==> src/rtl/archer_arrow_ctl.sv <==
// Arrow projectile controller: spawns on a fresh draw edge, flies per frame, retires, reloads.
// Optional ballistic drop enabled with `define ARCHER_ARROW_GRAVITY_EN.
module archer_arrow_ctl #(
    parameter int ARROW_SPEED     = 8,
    parameter int MAX_RANGE       = 400,
    parameter int COOLDOWN_FRAMES = 30,
    parameter int SCREEN_W        = 1024,
    parameter int SCREEN_H        = 768,
    parameter int ARROW_W         = 24
) (
    input  logic        clk,
    input  logic        rst,
    input  logic        frame_tick,
    input  logic        draw_weapon,
    input  logic        flip_hor_archer,
    input  logic [11:0] pos_x_archer_offset,
    input  logic [11:0] pos_y_archer_offset,
    input  logic        arrow_hit,
    output logic        arrow_active,
    output logic [11:0] arrow_x,
    output logic [11:0] arrow_y,
    output logic        arrow_dir,
    output logic        arrow_fired,
    output logic        reload_busy
);

    localparam logic [1:0] S_IDLE   = 2'd0;
    localparam logic [1:0] S_FLIGHT = 2'd1;
    localparam logic [1:0] S_COOL   = 2'd2;

    localparam logic [12:0] SPD13     = 13'(ARROW_SPEED);
    localparam logic [11:0] SPD12     = 12'(ARROW_SPEED);
    localparam logic [12:0] RIGHT_LIM = 13'(SCREEN_W - ARROW_W);
    localparam logic [12:0] RANGE13   = 13'(MAX_RANGE);
    localparam logic [15:0] CD_INIT   = 16'(COOLDOWN_FRAMES);
    localparam logic        CD_ZERO   = (COOLDOWN_FRAMES == 0);

    logic [1:0]  state_q, state_d;
    logic        draw_q;
    logic [11:0] x_q, x_d;
    logic [11:0] y_q, y_d;
    logic        dir_q, dir_d;
    logic        fired_q, fired_d;
    logic [11:0] dist_q, dist_d;
    logic [15:0] cd_q, cd_d;

    logic shot_req;
    logic at_right;
    logic at_left;
    logic out_range;
    logic off_screen;
    logic retire;

`ifdef ARCHER_ARROW_GRAVITY_EN
    localparam logic [12:0] SCREEN_H13 = 13'(SCREEN_H);
    logic [3:0] vy_q, vy_d;
`endif

    assign shot_req  = draw_weapon & ~draw_q;
    assign at_right  = ~dir_q & (({1'b0, x_q} + SPD13) > RIGHT_LIM);
    assign at_left   = dir_q & ({1'b0, x_q} < SPD13);
    assign out_range = ({1'b0, dist_q} + SPD13) >= RANGE13;

`ifdef ARCHER_ARROW_GRAVITY_EN
    assign off_screen = ({1'b0, y_q} + {9'd0, vy_q}) >= SCREEN_H13;
`else
    assign off_screen = 1'b0;
`endif

    // A hit outranks a simultaneous frame tick, so the arrow never moves on it.
    assign retire = arrow_hit |
                    (frame_tick & (at_right | at_left | out_range | off_screen));

    always_comb begin
        state_d = state_q;
        x_d     = x_q;
        y_d     = y_q;
        dir_d   = dir_q;
        fired_d = 1'b0;
        dist_d  = dist_q;
        cd_d    = cd_q;
`ifdef ARCHER_ARROW_GRAVITY_EN
        vy_d    = vy_q;
`endif
        unique case (state_q)
            S_IDLE: begin
                if (shot_req) begin
                    state_d = S_FLIGHT;
                    x_d     = pos_x_archer_offset;
                    y_d     = pos_y_archer_offset;
                    dir_d   = flip_hor_archer;
                    fired_d = 1'b1;
                    dist_d  = 12'd0;
`ifdef ARCHER_ARROW_GRAVITY_EN
                    vy_d    = 4'd0;
`endif
                end
            end
            S_FLIGHT: begin
                if (retire) begin
                    state_d = CD_ZERO ? S_IDLE : S_COOL;
                    cd_d    = CD_INIT;
                end else if (frame_tick) begin
                    x_d    = dir_q ? (x_q - SPD12) : (x_q + SPD12);
                    dist_d = dist_q + SPD12;
`ifdef ARCHER_ARROW_GRAVITY_EN
                    y_d  = y_q + {8'd0, vy_q};
                    vy_d = (vy_q >= 4'd8) ? 4'd8 : (vy_q + 4'd1);
`endif
                end
            end
            S_COOL: begin
                if (cd_q == 16'd0) begin
                    state_d = S_IDLE;
                end else if (frame_tick) begin
                    cd_d = cd_q - 16'd1;
                    if (cd_q == 16'd1) state_d = S_IDLE;
                end
            end
            default: state_d = S_IDLE;
        endcase
    end

    always_ff @(posedge clk) begin
        if (rst) begin
            state_q <= S_IDLE;
            draw_q  <= 1'b0;
            x_q     <= 12'd0;
            y_q     <= 12'd0;
            dir_q   <= 1'b0;
            fired_q <= 1'b0;
            dist_q  <= 12'd0;
            cd_q    <= 16'd0;
`ifdef ARCHER_ARROW_GRAVITY_EN
            vy_q    <= 4'd0;
`endif
        end else begin
            state_q <= state_d;
            draw_q  <= draw_weapon;
            x_q     <= x_d;
            y_q     <= y_d;
            dir_q   <= dir_d;
            fired_q <= fired_d;
            dist_q  <= dist_d;
            cd_q    <= cd_d;
`ifdef ARCHER_ARROW_GRAVITY_EN
            vy_q    <= vy_d;
`endif
        end
    end

    assign arrow_active = (state_q == S_FLIGHT);
    assign reload_busy  = (state_q == S_COOL);
    assign arrow_x      = x_q;
    assign arrow_y      = y_q;
    assign arrow_dir    = dir_q;
    assign arrow_fired  = fired_q;

endmodule

==> config.mk <==
export PLATFORM = sky130hd
export DESIGN_NAME = archer_arrow_ctl
export DESIGN_NICKNAME = d
export VERILOG_FILES = /design/src/rtl/archer_arrow_ctl.sv
export SDC_FILE = /design/constraint.sdc
export NUM_CORES = 1
export LEC_CHECK = 0
export ABC_AREA = 0
export ABC_CLOCK_PERIOD_IN_PS = 5500
export CAP_MARGIN = 20
export CORE_ASPECT_RATIO = 0.5
export CORE_MARGIN = 3
export CORE_UTILIZATION = 40
export DETAILED_ROUTE_END_ITERATION = 8
export SLEW_MARGIN = 20
export SYNTH_ARGS = -nofsm -noshare
export SYNTH_HDL_FRONTEND = slang
export SYNTH_SLANG_ARGS = --single-unit
==> constraint.sdc <==
create_clock -name clk -period 5.5 [get_ports clk]
set_input_delay 1.65 -clock clk [delete_from_list [all_inputs] [get_ports clk]]
set_output_delay 1.65 -clock clk [all_outputs]
set_load 0.1 [all_outputs]
==> summary.txt, run 1 <==
startpoint class of the critical path: register
Setup Total Neg Slack: 0 ns
die width: 126 µm
Post-Place Worst Slack: 1.42 ns
final hold vios: 0
cell taking the most area after synthesis: dfxtp_1
Initial DRT Pass Iterations: 4
Antenna Cells: 0
area fraction of the dominant cell type after synthesis: 37.5%
deepest clock path buffer count: 2
CTS tree: done
Final GP Congestion: 0.816
Post-CTS Setup Bufs: 0
Clk pin slew, worst setup/hold paths: 0.07 ns
Layout Cells excl Fill: 509
Cell variety after synth: 57
Reg area: 0.00108 mm²
Syn Nets: 406
CORE AREA: 0.00683 mm²
die extent in y: 66.1 µm
Seq cells post-synth: 54
Clk Tree Root Cell: clkbuf_16
H-Tree Depth: 2
Cell Pwr Density: 296 mW/mm²
fin util: 53.6%
Filler Cells Inserted: 645
post-route ant nets: 0
RSZ-0062 raised after global routing: false
status: complete, no violations
Syn-to-layout area delta: 27.0%
I/O pins: 58
Leakage: 1.33 nW
multi-input logic area: 0.00169 mm²
GRT overflow: 0
synthesized cell area: 0.00289 mm²
DRT iter0 DRCs: 128
gr usage total: 18.5%
# DRC: 0
CTS resizes: 0
Synth async-reset ratio: 0%
vias in the first global route: 2,629
Synth top cells by count: dfxtp_1 (54), nand2_1 (54), a21oi_1 (39)
Worst Skew: 0.00565 ns
setup ws final: 1.14 ns
final wirelength: 7.38 mm
crit end category: primary output
worst-path fanout max: 18
fin crit period: 4.36 ns
Clock Latency Late Sink: 0.29 ns
critical setup path kind: reg2out
main flop type after synthesis: dfxtp_1
HP Class: reg2reg
Starting Density: 42.3%
nets: 452
YS warnings: 0
pin count of the biggest net entering global routing: 57
share of cells above drive strength 1: 5.76%
first-pass GRT wire length: 12.7 mm
period utilization: 79.4%
Finish-stage setup viols: 0
HPWL Detailed: 5.33 mm
maximum VDD drop: 0.129 mV
CTS Buf Count: 5
slew margin rel.: 30.6%
Hold Buf Count CTS: 0
initial antenna violation count: 0
Post-synth EDFFs: 0
Clock Sinks: 54
CP required: 3.85 ns
Crit path arrival time: 2.71 ns
fmax: 229 MHz
Area contributors post-synth: dfxtp_1 (37%), nand2_1 (7.0%), a21oi_1 (6.8%), nor2_1 (4.4%), o21ai_0 (3.6%)
die area: 0.00833 mm²
synthesized instance count: 370
row count: 21
final max-slew violation count: 0
Worst-Margin Slew: 1.03 ns
Routed WL per cell: 14.5 µm
post-synthesis sequential area ratio: 37.5%
Placed Cells: 501
# Max-Cap Violations: 0
Syn Area/Cell: 7.80 µm²
Port Buffers: 57
vias per cell: 5.47
vias: 2,785
## critical path: stages, from the launching register on
cell and delay (ns):
dfxtp_1 0.34, nand2b_1 0.44, inv_1 0.43, clkdlybuf4s50_1 1.21
## flip-flops by register name, summed over array words and instances (netlist names)
| name | flops |
|---|---|
| arrow_x | 12 |
| state_q | 2 |
| arrow_fired | 1 |
| draw_q | 1 |
| arrow_y | 12 |
| dist_q | 9 |
| cd_q | 16 |
| arrow_dir | 1 |
## placed cells by master, fill, tap and decap left out, types with 5 or more instances in the layout
| cell type | Yosys | final |
|---|---|---|
| clkdlybuf4s50_1 | 0 | 56 |
| nand2_1 | 54 | 54 |
| dfxtp_1 | 54 | 54 |
| a21oi_1 | 39 | 39 |
| nor2_1 | 34 | 34 |
| o21ai_0 | 21 | 21 |
| nor3_1 | 13 | 13 |
| nor4_1 | 9 | 9 |
| nand3_1 | 9 | 9 |
| a311oi_1 | 9 | 9 |
| inv_1 | 8 | 8 |
| a31oi_1 | 8 | 8 |
| nand3b_1 | 7 | 7 |
| ha_1 | 6 | 6 |
| nor3b_1 | 5 | 5 |
| and2_1 | 5 | 5 |
| clkbuf_16 | 0 | 5 |
## kinds of logic after synthesis
logic type      count (synthesis)  share of synthesized area (%)
compound gates                108                           23.7
fa+ha+maj                       6                           2.60
simple gates                  165                           29.2
buf+inv                        29                           4.38
flops                          54                           37.5
xor+xnor                        3                          0.910
mux                             5                           1.82
## cell type report
class,count,share of cell area [%]
multi-input cells,287,46.0
clock inverters,3,1.09
repair buffers,60,16.0
flip-flops and latches,54,29.5
inverters,8,0.819
clock buffers,5,3.41
well taps,92,3.14
## report_power, final
group	internal (mW)	leakage, nW	switching, mW
clock network	0.213	0.0836	0.141
registers	0.410	0.440	0.0248
logic	0.0901	0.810	0.205
total	0.713	1.33	0.370
## through the flow
step / hold slack [ns] / area, µm² / power, mW
finish: 0.453 / 3660 / 1.08
floorplan: 0.450 / 2890 / 0.660
global route: 0.472 / 3660 / 1.14
CTS: 0.455 / 3660 / 1.10
global placement: 0.442 / 3500 / 0.735
detailed placement: 0.445 / 3500 / 0.739
## final timing paths
path	start	to	slack, ns	cells past startpoint
worst max register to register	arrow_x[3]	arrow_x[3]	2.14	9
worst max-delay path	state_q[1]	arrow_active	1.14	3
worst min register to register	arrow_y[4]	arrow_y[4]	0.45	2
worst min-delay path	arrow_y[4]	arrow_y[4]	0.45	2
## metal layers
layer	wire length, µm	vias up	share of wire, %	track usage [%]
met5	0	-	0	0
met4	37	0	0.50	2.81
met3	281	5	3.8	4.35
met2	3400	40	46	30.8
met1	3660	1297	50	25.1
li1	-	1443	-	-
Power figures use the tool's default switching activity.
==> run 2, diff against run 1 <==
--- a/config.mk
+++ b/config.mk
@@ -6,7 +6,7 @@
 export NUM_CORES = 1
 export LEC_CHECK = 0
 export ABC_AREA = 0
-export ABC_CLOCK_PERIOD_IN_PS = 5500
+export ABC_CLOCK_PERIOD_IN_PS = 4100
 export CAP_MARGIN = 20
 export CORE_ASPECT_RATIO = 0.5
 export CORE_MARGIN = 3
==> constraint.sdc (replaced) <==
create_clock -name clk -period 4.1 [get_ports clk]
set_input_delay 1.23 -clock clk [delete_from_list [all_inputs] [get_ports clk]]
set_output_delay 1.23 -clock clk [all_outputs]
set_load 0.1 [all_outputs]
==> summary.txt, run 2 (same netlist as run 1, synthesis figures left out) <==
final hold vios: 0 (unchanged)
Finish-stage setup viols: 0 (unchanged)
multi-input logic area: 0.00169 mm² (unchanged)
Starting Density: 42.3% (unchanged)
final max-slew violation count: 0 (unchanged)
HPWL Detailed: 5.51 mm (+3.4%)
Syn-to-layout area delta: 27.2%
Port Buffers: 57 (unchanged)
largest register by flop count: cd_q
met1 Track Usage GR: 25.4% (+0.33 points)
Hold Buf Count CTS: 0 (unchanged)
met3 usage: 4.03% (-0.32 points)
vias: 2,842 (+2.0%)
global-route met2 utilization: 30.8% (-0.066 points)
status: complete, no violations
Antenna Cells: 0 (unchanged)
worst-path fanout max: 20 (+2)
nets: 455 (+0.66%)
Clk pin slew, worst setup/hold paths: 0.07 ns (about the same)
# DRC: 0 (unchanged)
CTS tree: done
maximum VDD drop: 0.235 mV (+83%)
Post-Place Worst Slack: 0.791 ns (-0.626 ns)
I/O pins: 58 (unchanged)
Cell Pwr Density: 400 mW/mm² (+35%)
RSZ-0062 raised after global routing: false
slew margin rel.: 34.1% (+3.5 points)
CP required: 4.32 ns (+0.47 ns)
number of flip-flops in the largest register: 16 (unchanged)
first-pass GRT wire length: 12.7 mm (+0.28%)
CTS resizes: 0 (unchanged)
CTS Buf Count: 5 (unchanged)
Final GP Congestion: 0.857 (+5.0%)
share of cells above drive strength 1: 8.33% (+2.6 points)
Initial DRT Pass Iterations: 4 (unchanged)
deepest clock path buffer count: 2 (unchanged)
HP Class: reg2reg
crit end category: register
CORE AREA: 0.00683 mm² (unchanged)
gr usage total: 18.7% (+0.21 points)
DRT iter0 DRCs: 136 (+6.3%)
Reg area: 0.00108 mm² (unchanged)
GRT overflow: 0 (unchanged)
H-Tree Depth: 2 (unchanged)
pin count of the biggest net entering global routing: 34 (-40%)
Post-CTS Setup Bufs: 0 (unchanged)
post-route ant nets: 0 (unchanged)
Worst-Margin Slew: 0.976 ns (-0.0519 ns)
fin util: 53.8% (+0.11 points)
Setup Total Neg Slack: 0 ns (unchanged)
overall power: 1.47 mW (+35%)
setup ws final: 0.787 ns (-0.348 ns)
period utilization: 80.8%
Routed WL per cell: 15.1 µm (+4.2%)
vias in the first global route: 2,594 (-1.3%)
fmax: 302 MHz
Clock Sinks: 54 (unchanged)
die extent in y: 66.1 µm (unchanged)
most frequent cells in the layout: nand2_1 (54), dfxtp_1 (54), clkdlybuf4s50_1 (48)
critical setup path kind: reg2reg
initial antenna violation count: 0 (unchanged)
die width: 126 µm (unchanged)
Crit path arrival time: 3.54 ns (+0.83 ns)
row count: 21 (unchanged)
most used routing layer: met2
Leakage: 1.36 nW (+1.7%)
final wirelength: 7.73 mm (+4.8%)
Clk Tree Root Cell: clkbuf_16
startpoint class of the critical path: register
# Max-Cap Violations: 0 (unchanged)
vias per cell: 5.55 (+1.4%)
Filler Cells Inserted: 644 (-0.16%)
Worst Skew: 0.00578 ns (+0.000135 ns)
fin crit period: 3.31 ns
Clock Latency Late Sink: 0.29 ns (about the same)
die area: 0.00833 mm² (unchanged)
run 2: cell types whose count changed in the layout (fill, tap and decap cells not counted), sizes merged:
cell / previous run / this run
clkinv: 2 / 0
clkinvlp: 0 / 2
clkdlybuf4s50: 56 / 48
buf: 4 / 15
run 2: path summary, 6_finish.rpt:
check / slack [ns] / depth (start not counted) / startpoint / endpoint
worst min-delay path: 0.46 / 2 / arrow_y[1] / arrow_y[1]
worst min register to register: 0.46 / 2 / arrow_y[1] / arrow_y[1]
worst max register to register: 0.79 / 9 / arrow_x[3] / arrow_x[3]
worst max-delay path: 0.79 / 9 / arrow_x[3] / arrow_x[3]
run 2: per-layer routing:
layer	up-vias	wire length (µm)	share of wire, %
li1	1444	-	-
met1	1342	3860	50
met2	50	3530	46
met3	6	293	3.8
met4	0	48	0.62
met5	-	0	0
run 2: worst max-delay path: stages (launching register included):
cell     delay, ns
dfxtp_1       0.49
inv_1         0.10
ha_1          0.35
nor4_1        0.22
nand2_1       0.08
and4_1        0.18
o41ai_1       0.79
a21oi_2       0.43
or3_1         0.43
a31oi_1       0.16
run 2: metrics by stage:
| stage | hold slack (ns) | cell area (µm²) | std cells |
|---|---|---|---|
| 2_1_floorplan | 0.450 | 2890 | 370 |
| 3_3_place_gp | 0.443 | 3500 | 504 |
| 3_5_place_dp | 0.451 | 3500 | 504 |
| 4_1_cts | 0.461 | 3670 | 512 |
| 5_1_grt | 0.473 | 3670 | 512 |
| 6_report | 0.456 | 3670 | 512 |
run 2: report_power, final:
group | total (mW) | internal (mW) | switching (mW)
clock network | 0.488 | 0.288 | 0.199
registers | 0.583 | 0.550 | 0.0334
logic | 0.397 | 0.120 | 0.277
run 2: area by class of cell:
cell class | count | area share (%)
Clock buffer | 5 | 3.41
Tap cell | 92 | 3.13
Inverter | 8 | 0.818
Clock inverter | 3 | 1.23
Multi-Input combinational cell | 287 | 45.9
Sequential cell | 54 | 29.4
Timing Repair Buffer | 63 | 16.1
